`src/rtl/flash_pkg.sv`:
```
// Shared definitions for the I2C flash command sequencer.
// Holds the default widths, the sequencer state encoding and the
// positions of the bank/block fields inside the first address byte.
package flash_pkg;

    localparam int DATA_W  = 8;
    localparam int BANK_W  = 4;
    localparam int BLOCK_W = 4;
    localparam int ROW_W   = 8;

    // First address byte layout: bank in the upper nibble, block in the lower.
    localparam int BANK_LSB  = 4;
    localparam int BLOCK_LSB = 0;

    typedef enum logic [3:0] {
        IDLE       = 4'd0,
        ADDR_HI    = 4'd1,
        ADDR_LO    = 4'd2,
        WAIT_DATA  = 4'd3,
        WR_SETUP   = 4'd4,
        WR_STROBE  = 4'd5,
        WR_HOLD    = 4'd6,
        RD_SETUP   = 4'd7,
        RD_STROBE  = 4'd8,
        RD_CAPTURE = 4'd9,
        RD_PRESENT = 4'd10
    } seq_state_e;

endpackage

```
`src/rtl/addr_pointer.sv`:
```
// Persistent bank/block/row address pointer.
// Ports:
//   clk, reset     - clock and synchronous active-high reset
//   load_hi        - load bank/block from the first address byte
//   load_lo        - load row from the second address byte
//   inc            - advance row by one, wrapping; bank/block never carry
//   load_byte      - address byte being loaded
//   bank/block/row - current pointer value
module addr_pointer #(
    parameter int DATA_W  = flash_pkg::DATA_W,
    parameter int BANK_W  = flash_pkg::BANK_W,
    parameter int BLOCK_W = flash_pkg::BLOCK_W,
    parameter int ROW_W   = flash_pkg::ROW_W
) (
    input  logic               clk,
    input  logic               reset,
    input  logic               load_hi,
    input  logic               load_lo,
    input  logic               inc,
    input  logic [DATA_W-1:0]  load_byte,
    output logic [BANK_W-1:0]  bank,
    output logic [BLOCK_W-1:0] block,
    output logic [ROW_W-1:0]   row
);
    import flash_pkg::*;

    logic [BANK_W-1:0]  bank_r;
    logic [BLOCK_W-1:0] block_r;
    logic [ROW_W-1:0]   row_r;

    // Pointer registers; row load takes priority over an increment.
    always_ff @(posedge clk) begin
        if (reset) begin
            bank_r  <= {BANK_W{1'b0}};
            block_r <= {BLOCK_W{1'b0}};
            row_r   <= {ROW_W{1'b0}};
        end else begin
            if (load_hi) begin
                bank_r  <= load_byte[BANK_LSB +: BANK_W];
                block_r <= load_byte[BLOCK_LSB +: BLOCK_W];
            end
            if (load_lo) begin
                row_r <= load_byte[ROW_W-1:0];
            end else if (inc) begin
                row_r <= row_r + {{(ROW_W-1){1'b0}}, 1'b1};
            end
        end
    end

    assign bank  = bank_r;
    assign block = block_r;
    assign row   = row_r;

endmodule

```
`src/rtl/flash_cmd_sequencer.sv`:
```
// Turns bytes from the I2C slave front end into address-load, write and
// read accesses on memoryBank's active-low strobe port.
// Ports:
//   clk, reset                  - clock, synchronous active-high reset
//   i2cStart, i2cStop, rwBit    - bus condition pulses and R/W bit
//   rxByte/rxValid/rxReady      - received byte handshake
//   txByte/txValid/txReady      - transmit byte handshake
//   memDataIn/memDataOut        - memory write/read data
//   readEnable/writeEnable      - active-low memory strobes
//   addrBank/addrBlock/addrRow  - memory address from the pointer
module flash_cmd_sequencer #(
    parameter int DATA_W   = flash_pkg::DATA_W,
    parameter int BANK_W   = flash_pkg::BANK_W,
    parameter int BLOCK_W  = flash_pkg::BLOCK_W,
    parameter int ROW_W    = flash_pkg::ROW_W,
    parameter bit AUTO_INC = 1'b1
) (
    input  logic               clk,
    input  logic               reset,
    input  logic               i2cStart,
    input  logic               i2cStop,
    input  logic               rwBit,
    input  logic [DATA_W-1:0]  rxByte,
    input  logic               rxValid,
    output logic               rxReady,
    output logic [DATA_W-1:0]  txByte,
    output logic               txValid,
    input  logic               txReady,
    output logic [DATA_W-1:0]  memDataIn,
    input  logic [DATA_W-1:0]  memDataOut,
    output logic               readEnable,
    output logic               writeEnable,
    output logic [BANK_W-1:0]  addrBank,
    output logic [BLOCK_W-1:0] addrBlock,
    output logic [ROW_W-1:0]   addrRow
);
    import flash_pkg::*;

    seq_state_e        state_r, state_next_s;
    logic              pend_start_r, pend_stop_r, pend_rw_r;
    logic              pend_start_next_s, pend_stop_next_s, pend_rw_next_s;
    logic              ev_start_s, ev_stop_s, ev_rw_s;
    logic              load_hi_s, load_lo_s, inc_s, data_ld_s, rx_hs_s;
    logic              re_r, we_r, rx_ready_r, tx_valid_r;
    logic [DATA_W-1:0] tx_byte_r, mem_data_r;

    addr_pointer #(
        .DATA_W (DATA_W),
        .BANK_W (BANK_W),
        .BLOCK_W(BLOCK_W),
        .ROW_W  (ROW_W)
    ) u_addr_pointer (
        .clk      (clk),
        .reset    (reset),
        .load_hi  (load_hi_s),
        .load_lo  (load_lo_s),
        .inc      (inc_s),
        .load_byte(rxByte),
        .bank     (addrBank),
        .block    (addrBlock),
        .row      (addrRow)
    );

    assign rx_hs_s = rxValid && rx_ready_r;

    // Effective bus event: a live pulse overrides anything recorded during
    // an access, the latest event wins, and STOP beats a same-cycle START.
    always_comb begin
        ev_stop_s  = pend_stop_r;
        ev_start_s = pend_start_r;
        ev_rw_s    = pend_rw_r;
        if (i2cStop) begin
            ev_stop_s  = 1'b1;
            ev_start_s = 1'b0;
        end else if (i2cStart) begin
            ev_stop_s  = 1'b0;
            ev_start_s = 1'b1;
            ev_rw_s    = rwBit;
        end else begin
            ev_stop_s  = pend_stop_r;
            ev_start_s = pend_start_r;
        end
    end

    // Next-state logic; recorded events are only kept while an access runs.
    always_comb begin
        state_next_s      = state_r;
        pend_start_next_s = 1'b0;
        pend_stop_next_s  = 1'b0;
        pend_rw_next_s    = 1'b0;
        load_hi_s         = 1'b0;
        load_lo_s         = 1'b0;
        inc_s             = 1'b0;
        data_ld_s         = 1'b0;
        case (state_r)
            IDLE, ADDR_HI, ADDR_LO, WAIT_DATA: begin
                if (ev_stop_s) begin
                    state_next_s = IDLE;
                end else if (ev_start_s) begin
                    state_next_s = ev_rw_s ? RD_SETUP : ADDR_HI;
                end else if (rx_hs_s && (state_r == ADDR_HI)) begin
                    load_hi_s    = 1'b1;
                    state_next_s = ADDR_LO;
                end else if (rx_hs_s && (state_r == ADDR_LO)) begin
                    load_lo_s    = 1'b1;
                    state_next_s = WAIT_DATA;
                end else if (rx_hs_s && (state_r == WAIT_DATA)) begin
                    data_ld_s    = 1'b1;
                    state_next_s = WR_SETUP;
                end else begin
                    state_next_s = state_r;
                end
            end
            WR_SETUP, WR_STROBE, RD_SETUP, RD_STROBE: begin
                pend_start_next_s = ev_start_s;
                pend_stop_next_s  = ev_stop_s;
                pend_rw_next_s    = ev_rw_s;
                case (state_r)
                    WR_SETUP:  state_next_s = WR_STROBE;
                    WR_STROBE: state_next_s = WR_HOLD;
                    RD_SETUP:  state_next_s = RD_STROBE;
                    default:   state_next_s = RD_CAPTURE;
                endcase
            end
            WR_HOLD: begin
                // The write has landed, so the pointer advances even when
                // the access is being closed by a recorded bus event.
                inc_s = AUTO_INC;
                if (ev_stop_s) begin
                    state_next_s = IDLE;
                end else if (ev_start_s) begin
                    state_next_s = ev_rw_s ? RD_SETUP : ADDR_HI;
                end else begin
                    state_next_s = WAIT_DATA;
                end
            end
            RD_CAPTURE: begin
                // An interrupted read is never presented and never advances.
                if (ev_stop_s) begin
                    state_next_s = IDLE;
                end else if (ev_start_s) begin
                    state_next_s = ev_rw_s ? RD_SETUP : ADDR_HI;
                end else begin
                    state_next_s = RD_PRESENT;
                end
            end
            RD_PRESENT: begin
                if (ev_stop_s) begin
                    state_next_s = IDLE;
                end else if (ev_start_s) begin
                    state_next_s = ev_rw_s ? RD_SETUP : ADDR_HI;
                end else if (txReady) begin
                    inc_s        = AUTO_INC;
                    state_next_s = RD_SETUP;
                end else begin
                    state_next_s = RD_PRESENT;
                end
            end
            default: begin
                state_next_s = IDLE;
            end
        endcase
    end

    // State, recorded events and registered outputs. Strobes and handshake
    // flags are decoded from the next state so they line up with the state.
    always_ff @(posedge clk) begin
        if (reset) begin
            state_r      <= IDLE;
            pend_start_r <= 1'b0;
            pend_stop_r  <= 1'b0;
            pend_rw_r    <= 1'b0;
            re_r         <= 1'b1;
            we_r         <= 1'b1;
            rx_ready_r   <= 1'b0;
            tx_valid_r   <= 1'b0;
            tx_byte_r    <= {DATA_W{1'b0}};
            mem_data_r   <= {DATA_W{1'b0}};
        end else begin
            state_r      <= state_next_s;
            pend_start_r <= pend_start_next_s;
            pend_stop_r  <= pend_stop_next_s;
            pend_rw_r    <= pend_rw_next_s;
            re_r         <= (state_next_s != RD_STROBE);
            we_r         <= (state_next_s != WR_STROBE);
            rx_ready_r   <= (state_next_s inside {ADDR_HI, ADDR_LO, WAIT_DATA});
            tx_valid_r   <= (state_next_s == RD_PRESENT);
            if (state_r == RD_CAPTURE) begin
                tx_byte_r <= memDataOut;
            end
            if (data_ld_s) begin
                mem_data_r <= rxByte;
            end
        end
    end

    assign readEnable  = re_r;
    assign writeEnable = we_r;
    assign rxReady     = rx_ready_r;
    assign txValid     = tx_valid_r;
    assign txByte      = tx_byte_r;
    assign memDataIn   = mem_data_r;

endmodule

```
`config.mk`:
```
export PLATFORM = sky130hd
export DESIGN_NAME = flash_cmd_sequencer
export DESIGN_NICKNAME = d
export VERILOG_FILES = /design/src/rtl/flash_pkg.sv /design/src/rtl/addr_pointer.sv /design/src/rtl/flash_cmd_sequencer.sv
export SDC_FILE = /design/constraint.sdc
export NUM_CORES = 1
export LEC_CHECK = 0
export CORE_MARGIN = 5
export CORE_UTILIZATION = 43
export CTS_CLUSTER_SIZE = 40
export DETAILED_ROUTE_END_ITERATION = 16
export GPL_TIMING_DRIVEN = 1
export PLACE_DENSITY = 0.74
export SLEW_MARGIN = 25
export SYNTH_ARGS = -nofsm -noshare
export SYNTH_HDL_FRONTEND = slang
export SYNTH_HIERARCHICAL = 1
export SYNTH_SLANG_ARGS = --single-unit
```
`constraint.sdc`:
```
create_clock -name clk -period 1.65 [get_ports clk]
set_input_delay 0.2475 -clock clk [delete_from_list [all_inputs] [get_ports clk]]
set_output_delay 0.2475 -clock clk [all_outputs]
set_load 0.005 [all_outputs]
```
==> results.json <==
{
  "io_pins": 59,
  "gr-total-overflow": 0,
  "fp.dieH_um": 79.5,
  "placedCellCount": 376,
  "wirelength_um": 5790,
  "grtUsageTotal": 0.188,
  "drt_pass1_iterations": 4,
  "fin_ws_ns": -0.180,
  "ys_seq_area_frac": 0.414,
  "grt_start_max_net_pins": 23,
  "drive_above_1_share": 0.268,
  "rsz0062_at_grt": "true",
  "r2r-end": "u_addr_pointer/row[6]",
  "critPathRequiredTime_ns": 1.83,
  "ctsHtreeMaxLevel": 2,
  "dpl_cell_area_um2": 3020,
  "combPwrFrac": 0.133,
  "switchingPower_uw": 477,
  "antenna-diode-count": 0,
  "grt_pass1_wl_um": 9640,
  "drt_iter0_drc": 152,
  "place.gp.congestion": 0.900,
  "clk_latency_ns": 0.29,
  "synth_edf_count": 0,
  "drt_drc_violations_left": 0,
  "synth.ff_latch_count": 43,
  "tns_ns": -1.18,
  "core-area_um2": 4690,
  "utilization": 0.678,
  "status": "complete, but fails checks",
  "peakVddDrop_v": 0.000581,
  "cts_tree": "yes",
  "row_count": 25,
  "drv_slew": 0,
  "worstMarginPinSlew_ns": 0.328,
  "setup.reg_to_reg.worst_slack_ns": -0.18,
  "whs_ns": 0.462,
  "synth_ff_type": "dfxtp_1",
  "async_reset_ff_frac": 0,
  "syn_nets": 255,
  "setup_viol": 11,
  "crit_path_start": "pend_start_r",
  "initial_core_util": 0.443,
  "cts-root-buf": "clkbuf_8",
  "p_clk_frac": 0.331,
  "violations": "negative setup slack",
  "finalCriticalPeriod_ns": 1.83,
  "cts_buffers": 5,
  "grt_pass1_vias": 2021,
  "crit_fanout": 8,
  "fmax_mhz": 546,
  "start_kind": "register",
  "port_buffers": 58,
  "netlist-cell-type-count": 52,
  "clkTransAtPathRegs_ns": 0.08,
  "min_period_over_period": 1.11,
  "power.density_nw_per_um2": 617,
  "p_int_mw": 1.48,
  "via_count": 2012,
  "hold_violations": 0,
  "via_per_inst": 5.21,
  "routedWlPerCell_um": 15.0,
  "netlist_instances": 231,
  "avgSynthCellArea_um2": 8.99,
  "critPathKind": "register to register",
  "ant_nets": 0,
  "cts_max_path_buffers": 2,
  "cts.sinks": 43,
  "die_area_um2": 6320,
  "maxSlewHeadroom": 0.782,
  "seqPwrFrac": 0.536,
  "r2r-start": "pend_start_r",
  "total_leakage_power_nw": 1.26,
  "arrival_ns": 2.01,
  "switching_share": 0.243,
  "netlist_area_um2": 2080,
  "grt_antenna_before_repair": 0,
  "fin_nets": 355,
  "cap_violations": 0,
  "fin_cells": 386,
  "hold_buffers": 0,
  "final_area_um2": 3180,
  "clock_skew_ns": 0.00508,
  "area_growth_pct": 53.1,
  "hp-class": "register to register",
  "die_w_um": 79.5,
  "synth_warnings": 6,
  "end_kind": "register",
  "rr_worst_depth": 7,
  "crit_path_end": "u_addr_pointer/row[6]",
  "place_hpwl_um": 4360
}
[placed cells by master, fill, tap and decap left out, types with 5 or more instances in the layout]
| cell type | count |
|---|---|
| clkdlybuf4s50_1 | 55 |
| buf_4 | 47 |
| dfxtp_1 | 37 |
| nor2_1 | 33 |
| nand2_1 | 24 |
| a21oi_1 | 18 |
| mux2i_1 | 16 |
| inv_1 | 7 |
| clkbuf_8 | 5 |
[cells in the mapped netlist, types with 4 or more instances]
cell,count,area share
nand3_1,4,0.0096
o21a_1,4,0.014
o21ai_0,6,0.014
mux2i_1,18,0.087
dfxtp_1,43,0.41
a21oi_1,18,0.043
buf_2,5,0.012
nand2_1,25,0.045
nand2b_1,5,0.015
inv_1,7,0.013
nor2_1,33,0.060
[power groups by stage]
stage                     registers (mW)  clock network (mW)  logic, mW
after floorplan                     1.08                   0     0.0948
after global placement              1.08                   0      0.240
after detailed placement            1.08                   0      0.243
after CTS                           1.06               0.678      0.247
after global routing                1.05               0.729      0.278
final                               1.05               0.650      0.260
[state kept, by name, indices dropped and copies added, names as in the netlist, 4 cells and up]
signal	flops
memDataIn	8
state_r	4
txByte	8
u_addr_pointer/bank	4
u_addr_pointer/block	4
u_addr_pointer/row	8
[metal layers]
layer  GRT usage  share of wire  vias to the layer above  wire, um
met2       0.312           0.49                       46      2870
met1       0.254           0.45                      950      2610
met5           0              0                        -         0
met4      0.0515          0.011                        0        65
li1            -              -                     1010         -
met3      0.0260          0.042                        6       245
[area by class of cell]
cell class	count	area, um^2
flip-flops and latches	43	878
clock inverters	2	12.5
multi-input cells	167	1160
well taps	54	67.6
inverters	7	26.3
repair buffers	107	965
fillers	398	1510
clock buffers	6	72.6
[cell families after synthesis]
kind of cell	after synthesis	share of synthesized area
AO/OA/AOI/OAI	51	0.184
XOR/XNOR	4	0.0169
adder cells (fa/ha/maj)	1	0.00602
buffers and inverters	21	0.0554
flip-flops	43	0.414
multiplexers	19	0.0922
AND/OR/NAND/NOR	92	0.231
[stage by stage]
stage | setup WS, ns | power (mW)
after global routing | -0.260 | 2.06
final | -0.180 | 1.96
after detailed placement | -0.490 | 1.32
after global placement | -0.465 | 1.32
after floorplan | -0.00709 | 1.17
after CTS | -0.129 | 1.98
[critical path: stages (launching register included)]
cell      delay, ns
dfxtp_4        0.37
nor4_4         0.33
nand4b_1       0.14
a21oi_1        0.19
buf_4          0.18
nand2_1        0.11
o21a_1         0.19
o31a_1         0.22
[worst min-delay path by stage]
stage	from	to	slack, ns	cells past startpoint
after floorplan	reset	state_r[3]	0.34	1
after global placement	txByte[0]	txByte[0]	0.44	2
after detailed placement	txByte[7]	txByte[7]	0.45	2
after CTS	txByte[7]	txByte[7]	0.46	2
after global routing	txByte[7]	txByte[7]	0.48	2
final	txByte[5]	txByte[5]	0.46	2
[timing repair]
item                                   4_1_cts  5_1_grt
pin swaps                                    8       13
setup buffers                                1        2
resized for setup                           12       15
setup endpoints to repair                   29       31
endpoints found under the hold margin        0        0
Note: power is estimated with default switching activity, not from simulation.
